**src/rtl/seq_pkg.sv**
```systemverilog
// Shared sequence-generator types and defaults.
// Reused by the 10010 generator and future sequence detectors.
package seq_pkg;

  typedef enum logic [1:0] {
    IDLE = 2'd0,
    SEND = 2'd1,
    DONE = 2'd2
  } state_e;

  localparam int         PAT_W_DEF = 5;
  localparam logic [4:0] PAT_DEF   = 5'b10010;

  localparam int IDX_W = 3;
  localparam int CNT_W = 4;

endpackage

```
**src/rtl/seq_gen_10010.sv**
```systemverilog
// Serial 10010 burst generator, all outputs registered.
// SEQ_GEN_OVERLAP_EN: frames 2..N reuse the trailing OVL_KEEP bits.
module seq_gen_10010
  import seq_pkg::*;
#(
  parameter int             PAT_W    = PAT_W_DEF,
  parameter logic [PAT_W-1:0] PAT    = PAT_DEF,
  parameter int             OVL_KEEP = 2
) (
  input  logic             clk,
  input  logic             rst,
  input  logic             start,
  input  logic [CNT_W-1:0] rep_cnt,
  output logic             dout,
  output logic             dout_vld,
  output logic             busy,
  output logic             done
);

`ifdef SEQ_GEN_OVERLAP_EN
  localparam int KEEP = OVL_KEEP;
`else
  localparam int KEEP = OVL_KEEP * 0;
`endif

  localparam logic [IDX_W-1:0] IDX_TOP = IDX_W'(PAT_W - 1);
  localparam logic [IDX_W-1:0] IDX_RLD = IDX_W'(PAT_W - 1 - KEEP);
  localparam logic [IDX_W-1:0] IDX_ONE = IDX_W'(1);
  localparam logic [CNT_W-1:0] CNT_ONE = CNT_W'(1);

  state_e           state_q, state_d;
  logic [IDX_W-1:0] idx_q, idx_d;
  logic [CNT_W-1:0] frm_q, frm_d;
  logic [CNT_W-1:0] rep_q, rep_d;
  logic             dout_q, dout_d;
  logic             vld_q, vld_d;
  logic             busy_q, busy_d;
  logic             done_q, done_d;

  // Next state, counters and the registered output values.
  always_comb begin
    state_d = state_q;
    idx_d   = idx_q;
    frm_d   = frm_q;
    rep_d   = rep_q;
    unique case (state_q)
      IDLE: begin
        if (start) begin
          state_d = SEND;
          idx_d   = IDX_TOP;
          frm_d   = rep_cnt;
          rep_d   = rep_cnt;
        end
      end
      SEND: begin
        if (idx_q != '0) begin
          idx_d = idx_q - IDX_ONE;
        end else if (frm_q != '0) begin
          frm_d = frm_q - CNT_ONE;
          idx_d = IDX_RLD;
        end else begin
          state_d = DONE;
        end
      end
      DONE: begin
        state_d = IDLE;
      end
      default: begin
        state_d = IDLE;
      end
    endcase
    vld_d  = (state_d == SEND);
    busy_d = (state_d == SEND);
    done_d = (state_d == DONE);
    dout_d = (state_d == SEND) && PAT[idx_d];
  end

  // State, counters and outputs with synchronous active-low reset.
  always_ff @(posedge clk) begin
    if (!rst) begin
      state_q <= IDLE;
      idx_q   <= '0;
      frm_q   <= '0;
      rep_q   <= '0;
      dout_q  <= 1'b0;
      vld_q   <= 1'b0;
      busy_q  <= 1'b0;
      done_q  <= 1'b0;
    end else begin
      state_q <= state_d;
      idx_q   <= idx_d;
      frm_q   <= frm_d;
      rep_q   <= rep_d;
      dout_q  <= dout_d;
      vld_q   <= vld_d;
      busy_q  <= busy_d;
      done_q  <= done_d;
    end
  end

  // Remaining frames never exceed the latched burst length.
  a_frm_le_rep: assert property (
    @(posedge clk) disable iff (!rst)
    (state_q == SEND) |-> (frm_q <= rep_q)
  );

  assign dout     = dout_q;
  assign dout_vld = vld_q;
  assign busy     = busy_q;
  assign done     = done_q;

endmodule

```
**config.mk**
```make
export PLATFORM = sky130hd
export DESIGN_NAME = seq_gen_10010
export DESIGN_NICKNAME = d
export VERILOG_FILES = /design/src/rtl/seq_pkg.sv /design/src/rtl/seq_gen_10010.sv
export SDC_FILE = /design/constraint.sdc
export NUM_CORES = 1
export LEC_CHECK = 0
export ABC_AREA = 1
export CAP_MARGIN = 20
export CORE_AREA = 5 5 42 44
export CTS_CLUSTER_SIZE = 25
export DETAILED_ROUTE_END_ITERATION = 16
export DIE_AREA = 0 0 47 49
export DONT_BUFFER_PORTS = 1
export RECOVER_POWER = 25
export SETUP_SLACK_MARGIN = 0.4
export SLEW_MARGIN = 20
export SYNTH_ARGS = -nofsm -noshare
export SYNTH_HDL_FRONTEND = slang
export SYNTH_SLANG_ARGS = --single-unit
```
**constraint.sdc**
```tcl
create_clock -name clk -period 4.1 [get_ports clk]
set_input_delay 0.205 -clock clk [delete_from_list [all_inputs] [get_ports clk]]
set_output_delay 0.205 -clock clk [all_outputs]
set_load 0.005 [all_outputs]
```
==> results of run 1 <==
cells in the final DEF (no fill, tap or decap):
| cell | netlist | layout |
|---|---|---|
| a21oi_1 | 5 | 5 |
| nor2_1 | 16 | 16 |
| xor2_1 | 2 | 2 |
| nand2_1 | 13 | 13 |
| o21ai_1 | 3 | 3 |
| dfxtp_1 | 12 | 12 |
| nor2_2 | 2 | 2 |
| inv_1 | 8 | 8 |
| nand2_2 | 2 | 2 |
| inv_2 | 3 | 3 |
| nor2_4 | 3 | 3 |
| o21ai_0 | 2 | 2 |
| nor3_1 | 3 | 3 |
| nand3_1 | 3 | 3 |
| inv_4 | 1 | 1 |
| clkbuf_8 | 0 | 1 |
| nand4_1 | 1 | 1 |
| or2_2 | 1 | 1 |
| mux2i_1 | 1 | 1 |
| clkbuf_4 | 0 | 3 |
| ha_1 | 3 | 3 |
power by group through the flow:
stage / logic (mW) / registers, mW / clock network (mW)
2_1_floorplan: 0.113 / 0.153 / 0
3_3_place_gp: 0.130 / 0.157 / 0
3_5_place_dp: 0.130 / 0.157 / 0
4_1_cts: 0.131 / 0.154 / 0.0993
5_1_grt: 0.151 / 0.158 / 0.108
6_report: 0.130 / 0.154 / 0.0968
cells by family after synthesis:
| kind of cell | count (synthesis) | synth area share (%) |
|---|---|---|
| AOI/OAI and AO/OA | 10 | 8.06 |
| xor gates and xnor gates | 2 | 2.82 |
| adders and majority gates | 3 | 6.05 |
| buffers and inverters | 13 | 8.87 |
| DFF | 12 | 38.7 |
| muxes | 1 | 1.61 |
| and+or+nand+nor | 44 | 33.9 |
sequential cells by signal, indices dropped and copies added, names as in the netlist:
register	cells
state_q	2
busy	1
done	1
frm_q	4
dout	1
idx_q	3
layout make-up:
class / count / area [um2]
fill: 153 / 732
clock buffer: 4 / 36.3
sequential: 12 / 240
inverter: 12 / 47.5
multi-input combinational: 60 / 325
tap: 16 / 20.0
synth_stat cells:
cell / number
nand2_1: 13
xor2_1: 2
nor2_1: 16
buf_4: 1
o21ai_1: 3
nor2_2: 2
inv_4: 1
o21ai_0: 2
nor2_4: 3
inv_2: 3
ha_1: 3
or2_2: 1
nor3_1: 3
nand3_1: 3
nand4_1: 1
dfxtp_1: 12
nand2_2: 2
a21oi_1: 5
mux2i_1: 1
inv_1: 8
critical path, stage by stage, from the launching register on:
cell     delay, ns
dfxtp_1       0.32
inv_1         0.10
ha_1          0.17
inv_1         0.05
nor2_2        0.17
nand4_1       0.14
nand2_1       0.13
nand2_1       0.08
nand2_1       0.06
nor2_1        0.03
nor2_1        0.08
nor2_1        0.04
through the flow:
stage | cell area [um2] | util, % | hold slack [ns]
2_1_floorplan | 621 | - | 0.344
3_3_place_gp | 633 | 45.2 | 0.351
3_5_place_dp | 633 | 45.2 | 0.353
4_1_cts | 669 | 47.8 | 0.0532
5_1_grt | 669 | 47.8 | 0.0421
6_report | 669 | 47.8 | 0.0561
final timing paths:
path | start | to | slack (ns) | cells past startpoint
hold reg to reg | idx_q[1] | idx_q[1] | 0.49 | 2
setup reg to reg | idx_q[0] | dout | 2.64 | 11
setup / recovery | idx_q[0] | dout | 2.64 | 11
hold / removal | rst | frm_q[2] | 0.06 | 2
layer usage:
metal  vias up  GRT usage, %  wire length, um
met1       206          15.9              532
met4         0          8.29               40
met2        11          15.8              449
li1        272             -                -
met3         5          3.32               59
met5         -             0                0
==> impl_metrics.prom, run 1 <==
# TYPE chip_impl_metric gauge
chip_impl_metric{name="power",unit="mW"} 0.381
chip_impl_metric{name="timing.final.setup_violations",unit=""} 0
chip_impl_metric{name="grt_first_pass_wirelength",unit="mm"} 1.97
chip_impl_metric{name="grt_start_max_net_pins",unit=""} 9
chip_impl_metric{name="p_switching",unit="mW"} 0.140
chip_impl_metric{name="min_period_over_period",unit="%"} 35.6
chip_impl_metric{name="clk_path_buf_depth",unit=""} 2
chip_impl_metric{name="dp_slack",unit="ns"} 2.64
chip_impl_info{name="unrepaired_setup_endpoints_after_global_routing",value="no"} 1
chip_impl_metric{name="dr.first_iter.drc_count",unit=""} 5
chip_impl_metric{name="via_count",unit=""} 494
chip_impl_metric{name="number_of_design_rule_violations_left_after_detail_routing",unit=""} 0
chip_impl_metric{name="detail_route.wl_per_cell",unit="um"} 10.4
chip_impl_metric{name="timing.critical_path.arrival",unit="ns"} 1.64
chip_impl_info{name="holdCritPathClass",value="in2reg"} 1
chip_impl_metric{name="chipHeight",unit="um"} 49
chip_impl_metric{name="synth_area",unit="um2"} 621
chip_impl_metric{name="synth_fp_nets",unit=""} 95
chip_impl_metric{name="tritoncts_num_sinks",unit=""} 12
chip_impl_metric{name="placed_cells",unit=""} 100
chip_impl_metric{name="place_hpwl",unit="um"} 858
chip_impl_metric{name="required",unit="ns"} 4.28
chip_impl_metric{name="worstSkewPairLatency",unit="ns"} 0.28
chip_impl_metric{name="floorplan.io_pins",unit=""} 11
chip_impl_metric{name="post_synth.cell_area_avg",unit="um2"} 7.30
chip_impl_info{name="cts_root_buffer",value="clkbuf_4"} 1
chip_impl_metric{name="power.density",unit="mW/mm2"} 569
chip_impl_metric{name="post-route-worst-setup-slack",unit="ns"} 2.64
chip_impl_metric{name="yosysUniqueCellTypes",unit=""} 20
chip_impl_metric{name="clk_pin_slew",unit="ns"} 0.08
chip_impl_metric{name="design.die.area",unit="mm2"} 0.00230
chip_impl_metric{name="synth-seq-area-share",unit="%"} 38.7
chip_impl_metric{name="final-instance-count-excl-fill",unit=""} 104
chip_impl_metric{name="grt_remaining_overflow",unit=""} 0
chip_impl_metric{name="cts_inserted_buffers",unit=""} 3
chip_impl_info{name="setup.worst_path.end_class",value="register"} 1
chip_impl_metric{name="power.combinational.fraction",unit="%"} 34.0
chip_impl_metric{name="core",unit="mm2"} 0.00140
chip_impl_metric{name="routed_via_density",unit=""} 4.75
chip_impl_metric{name="max_freq",unit="MHz"} 685
chip_impl_metric{name="sum_of_routed_wire_length_over_all_layers",unit="mm"} 1.08
chip_impl_metric{name="number_of_placement_rows",unit=""} 14
chip_impl_info{name="worst_setup_start_kind",value="register"} 1
chip_impl_metric{name="layout-drive-gt1-share",unit="%"} 18.2
chip_impl_metric{name="gpl.final_weighted_congestion",unit=""} 0.722
chip_impl_metric{name="initial_core_util",unit="%"} 44.3
chip_impl_metric{name="static-leakage-power",unit="nW"} 0.303
chip_impl_metric{name="net_total_in_the_final_layout",unit=""} 99
chip_impl_metric{name="setup_tns",unit="ns"} 0
chip_impl_metric{name="final-hold-violation-count",unit=""} 0
chip_impl_metric{name="route.antenna.remaining_nets",unit=""} 0
chip_impl_metric{name="max_slew.worst_pin.slew",unit="ns"} 0.254
chip_impl_metric{name="syn_to_final_growth",unit="%"} 7.86
chip_impl_metric{name="timing.clock.skew",unit="ns"} 0.00483
chip_impl_metric{name="switching_share",unit="%"} 36.7
chip_impl_metric{name="count_of_final_max_slew_check_failures",unit=""} 0
chip_impl_metric{name="vdd_drop_max",unit="mV"} 0.261
chip_impl_metric{name="post_cts_hold_buffer_count",unit=""} 0
chip_impl_metric{name="internal-power",unit="mW"} 0.241
chip_impl_metric{name="dieWidth",unit="um"} 47
chip_impl_metric{name="ys_ff_latch",unit=""} 12
chip_impl_info{name="path_class",value="reg2reg"} 1
chip_impl_metric{name="cap_violations",unit=""} 0
chip_impl_metric{name="cts_max_level",unit=""} 1
chip_impl_metric{name="grt_usage",unit="%"} 11.9
chip_impl_metric{name="port_buffers",unit=""} 0
chip_impl_info{name="synth_area_leaders",value="dfxtp_1 (39%), nor2_1 (9.7%), nand2_1 (7.9%)"} 1
chip_impl_metric{name="post_cts_repair_resize_count",unit=""} 0
chip_impl_metric{name="cts_setup_buffers",unit=""} 0
chip_impl_metric{name="drt_pass1_iterations",unit=""} 4
chip_impl_metric{name="netlist_instances",unit=""} 85
chip_impl_metric{name="final.min_clock_period",unit="ns"} 1.46
chip_impl_metric{name="vias_in_the_first_global_route",unit=""} 471
chip_impl_metric{name="synthesis_warnings",unit=""} 0
chip_impl_info{name="synth_top_cell_by_area",value="dfxtp_1"} 1
chip_impl_metric{name="share_of_power_burned_in_registers",unit="%"} 40.5
chip_impl_metric{name="grt_antenna_before_repair",unit=""} 0
chip_impl_metric{name="path_max_fanout",unit=""} 3
chip_impl_info{name="clock_tree_from_tritoncts",value="built"} 1
chip_impl_info{name="outcome",value="finished clean"} 1
chip_impl_metric{name="synth_top_area_share",unit="%"} 38.7
chip_impl_metric{name="slew-limit-headroom",unit="%"} 83.1
chip_impl_metric{name="share_clk_of_total_power",unit="%"} 25.4
chip_impl_metric{name="diodes",unit=""} 0
No activity file was read; power rests on OpenSTA's default activity.
==> run 2, diff against run 1 <==
--- a/config.mk
+++ b/config.mk
@@ -5,12 +5,12 @@
 export SDC_FILE = /design/constraint.sdc
 export NUM_CORES = 1
 export LEC_CHECK = 0
-export ABC_AREA = 1
+export ABC_AREA = 0
 export CAP_MARGIN = 20
-export CORE_AREA = 5 5 42 44
+export CORE_AREA = 5 5 43 45
 export CTS_CLUSTER_SIZE = 25
 export DETAILED_ROUTE_END_ITERATION = 16
-export DIE_AREA = 0 0 47 49
+export DIE_AREA = 0 0 48 50
 export DONT_BUFFER_PORTS = 1
 export RECOVER_POWER = 25
 export SETUP_SLACK_MARGIN = 0.4
==> constraint.sdc (replaced) <==
create_clock -name clk -period 1.21 [get_ports clk]
set_input_delay 0.0605 -clock clk [delete_from_list [all_inputs] [get_ports clk]]
set_output_delay 0.0605 -clock clk [all_outputs]
set_load 0.005 [all_outputs]
==> impl_metrics.prom, run 2 <==
# TYPE chip_impl_metric gauge
chip_impl_info{name="outcome",value="finished with violations"} 1
chip_impl_info{name="violated_checks",value="negative setup slack"} 1
chip_impl_metric{name="net_total_in_the_final_layout",unit=""} 103
chip_impl_metric{name="synthesis_warnings",unit=""} 0
chip_impl_metric{name="synth_fp_nets",unit=""} 81
chip_impl_metric{name="clk_path_buf_depth",unit=""} 2
chip_impl_info{name="critical-path-top-delay-family",value="simple AND/OR/NAND/NOR gates"} 1
chip_impl_metric{name="required",unit="ns"} 1.39
chip_impl_info{name="path_cells",value="or3b_4 > a21o_4 > o32ai_2"} 1
chip_impl_info{name="largest_registers",value="frm_q x4, idx_q x3, state_q x2"} 1
chip_impl_metric{name="clk_pin_slew",unit="ns"} 0.08
chip_impl_info{name="holdCritPathClass",value="in2reg"} 1
chip_impl_metric{name="timing.critical_path.slowest_cell_delay",unit="ns"} 0.43
chip_impl_metric{name="route.antenna.remaining_nets",unit=""} 0
chip_impl_info{name="clock_tree_from_tritoncts",value="built"} 1
chip_impl_metric{name="cts_max_level",unit=""} 1
chip_impl_metric{name="cap_violations",unit=""} 0
chip_impl_metric{name="path_max_fanout",unit=""} 5
chip_impl_metric{name="multi_input_comb_area",unit="um2"} 537
chip_impl_metric{name="netlist_instances",unit=""} 71
chip_impl_metric{name="final.min_clock_period",unit="ns"} 1.30
chip_impl_info{name="setup.worst_path.end_class",value="register"} 1
chip_impl_metric{name="synth-edff-count",unit=""} 0
chip_impl_metric{name="timing.critical_path.arrival",unit="ns"} 1.49
chip_impl_metric{name="vdd_drop_max",unit="mV"} 1.06
chip_impl_info{name="path_class",value="reg2reg"} 1
chip_impl_info{name="yosys.cell_count.top_type",value="dfxtp_1"} 1
chip_impl_metric{name="dr.first_iter.drc_count",unit=""} 8
chip_impl_metric{name="yosysUniqueCellTypes",unit=""} 36
chip_impl_metric{name="placed_cells",unit=""} 97
chip_impl_metric{name="number_of_design_rule_violations_left_after_detail_routing",unit=""} 0
chip_impl_metric{name="final-hold-violation-count",unit=""} 0
chip_impl_metric{name="initial_core_util",unit="%"} 46.3
chip_impl_metric{name="worstSkewPairLatency",unit="ns"} 0.27
chip_impl_metric{name="max_ffs_per_register",unit=""} 4
chip_impl_metric{name="diodes",unit=""} 0
chip_impl_metric{name="post_synth.cell_area_avg",unit="um2"} 9.38
chip_impl_metric{name="static-leakage-power",unit="nW"} 0.400
chip_impl_info{name="worst_setup_start_kind",value="register"} 1
chip_impl_metric{name="syn_to_final_growth",unit="%"} 53.6
chip_impl_metric{name="synth-seq-area-share",unit="%"} 36.1
chip_impl_info{name="commonest_cells_after_routing_fill_and_taps_aside",value="buf_4 (15), dfxtp_1 (7), nand2_1 (6)"} 1
chip_impl_metric{name="power",unit="mW"} 2.01
chip_impl_metric{name="synth_top_area_share",unit="%"} 36.1
chip_impl_metric{name="grt_first_pass_wirelength",unit="mm"} 2.69
chip_impl_metric{name="count_of_final_max_slew_check_failures",unit=""} 0
chip_impl_metric{name="final_area",unit="mm2"} 0.00102
chip_impl_metric{name="layout-drive-gt1-share",unit="%"} 54.3
chip_impl_metric{name="grt_remaining_overflow",unit=""} 0
chip_impl_metric{name="routed_via_density",unit=""} 5.86
chip_impl_info{name="layout.cells.most_common",value="buf_4"} 1
chip_impl_info{name="synth_top_cell_by_area",value="dfxtp_1"} 1
chip_impl_info{name="synth_top_cells_by_count",value="dfxtp_1 (12), nand2_1 (6), inv_1 (5)"} 1
chip_impl_metric{name="grt_start_max_net_pins",unit=""} 10
chip_impl_metric{name="timing.clock.skew",unit="ns"} 0.00280
chip_impl_info{name="synth_area_leaders",value="dfxtp_1 (36%), ha_1 (5.6%), nor4bb_1 (4.5%)"} 1
chip_impl_metric{name="floorplan.io_pins",unit=""} 11
chip_impl_metric{name="synth-async-reset-ratio",unit="%"} 0
chip_impl_metric{name="ys_ff_latch",unit=""} 12
chip_impl_metric{name="power.density",unit="mW/mm2"} 1970
chip_impl_metric{name="detail_route.wl_per_cell",unit="um"} 15.2
chip_impl_metric{name="number_of_placement_rows",unit=""} 14
chip_impl_metric{name="slew-limit-headroom",unit="%"} 71.6
chip_impl_metric{name="min_period_over_period",unit="%"} 108
chip_impl_info{name="yosys_most_used_dff",value="dfxtp_1"} 1
chip_impl_metric{name="cts_inserted_buffers",unit=""} 3
chip_impl_metric{name="post_dp_cell_area",unit="um2"} 852
chip_impl_metric{name="sum_of_routed_wire_length_over_all_layers",unit="mm"} 1.64
chip_impl_metric{name="fill_cells",unit=""} 107
chip_impl_metric{name="grt_usage",unit="%"} 15.2
chip_impl_info{name="cpMaxStageDelayCell",value="or3b_4"} 1
chip_impl_info{name="max_flop_register",value="frm_q"} 1
chip_impl_metric{name="design.die.area",unit="mm2"} 0.00240
chip_impl_metric{name="via_count",unit=""} 633
chip_impl_info{name="cts_root_buffer",value="clkbuf_4"} 1
chip_impl_metric{name="max_freq",unit="MHz"} 768
chip_impl_metric{name="place_hpwl",unit="mm"} 1.14
chip_impl_metric{name="port_buffers",unit=""} 0
chip_impl_metric{name="core",unit="mm2"} 0.00144
chip_impl_metric{name="dieWidth",unit="um"} 48
chip_impl_metric{name="max_slew.worst_pin.slew",unit="ns"} 0.426
chip_impl_metric{name="ff_latch_area",unit="um2"} 249
chip_impl_metric{name="crit_buf_inv",unit=""} 0
chip_impl_metric{name="timing.final.setup_violations",unit=""} 7
chip_impl_info{name="unrepaired_setup_endpoints_after_global_routing",value="yes"} 1
chip_impl_metric{name="synth_area",unit="um2"} 666
chip_impl_metric{name="drt_pass1_iterations",unit=""} 4
chip_impl_metric{name="vias_in_the_first_global_route",unit=""} 617
chip_impl_metric{name="gpl.final_weighted_congestion",unit=""} 0.735
chip_impl_metric{name="tritoncts_num_sinks",unit=""} 12
chip_impl_metric{name="chipHeight",unit="um"} 50
chip_impl_metric{name="final-instance-count-excl-fill",unit=""} 108
chip_impl_metric{name="post-route-worst-setup-slack",unit="ns"} -0.0924
chip_impl_metric{name="grt_antenna_before_repair",unit=""} 0
==> run 2: cell types whose count changed after synthesis, sizes merged, moves of 4 or more <==
cell   before  now
nor2       21    1
o21ai       5    0
o32ai       0    4
inv        12    5
nand2      15    6
==> run 2: worst register-to-register path, cell delays in order (launching register included) <==
cell	delay (ns)
dfxtp_4	0.36
or3b_4	0.43
a21o_4	0.24
o32ai_2	0.19
==> run 2: final timing paths <==
check / startpoint / end / slack, ns / cells after the start
worst max-delay path: state_q[0] / frm_q[2] / -0.09 / 3
worst min-delay path: rep_cnt[1] / frm_q[1] / 0.03 / 2
worst max register to register: state_q[0] / frm_q[2] / -0.09 / 3
worst min register to register: idx_q[1] / idx_q[1] / 0.49 / 2
==> run 2: area by class of cell <==
cell class | instances | share of cell area, %
repair buffers | 20 | 16.4
multi-input cells | 50 | 52.5
clock buffers | 4 | 2.57
well taps | 16 | 1.96
inverters | 6 | 2.20
flip-flops and latches | 12 | 24.4
==> run 2: cells by family after synthesis <==
| family | share of synthesized area (%) |
|---|---|
| muxes | 3.01 |
| and+or+nand+nor | 27.3 |
| adders and majority gates | 5.64 |
| DFF | 36.1 |
| AOI/OAI and AO/OA | 22.0 |
| buffers and inverters | 6.01 |
==> run 2: timing repair <==
item,in CTS,in global routing
buffers inserted,0,6
pin swaps,2,6
endpoints found under the setup margin,12,12
hold buffers,1,0
endpoints found under the hold margin,6,0
resized for setup,0,15
==> run 2: per-stage QoR <==
stage / TNS [ns] / utilization (%) / hold slack (ns) / setup WS (ns)
floorplan: -0.143 / - / 0.279 / -0.0645
global placement: -0.365 / 59.3 / 0.212 / -0.0778
CTS: -0.386 / 61.8 / 0.0315 / -0.0824
finish: -0.388 / 71.2 / 0.0346 / -0.0924
global route: -1.03 / 71.2 / 0.0629 / -0.167
detailed placement: -0.355 / 59.3 / 0.213 / -0.0896
==> run 2: power by group <==
part | internal [mW] | switching, mW | total (mW) | leakage [nW]
clock | 0.127 | 0.137 | 0.264 | 0.0150
sequential | 0.492 | 0.105 | 0.597 | 0.101
combinational | 0.698 | 0.454 | 1.15 | 0.284
total | 1.32 | 0.696 | 2.01 | 0.400
==> run 2: routing by layer <==
layer | up-vias | wire [um] | global-route usage, %
met3 | 2 | 100 | 4.73
met2 | 13 | 779 | 22.0
met4 | 0 | 10 | 4.04
met1 | 307 | 750 | 21.2
li1 | 311 | - | -
met5 | - | 0 | 0
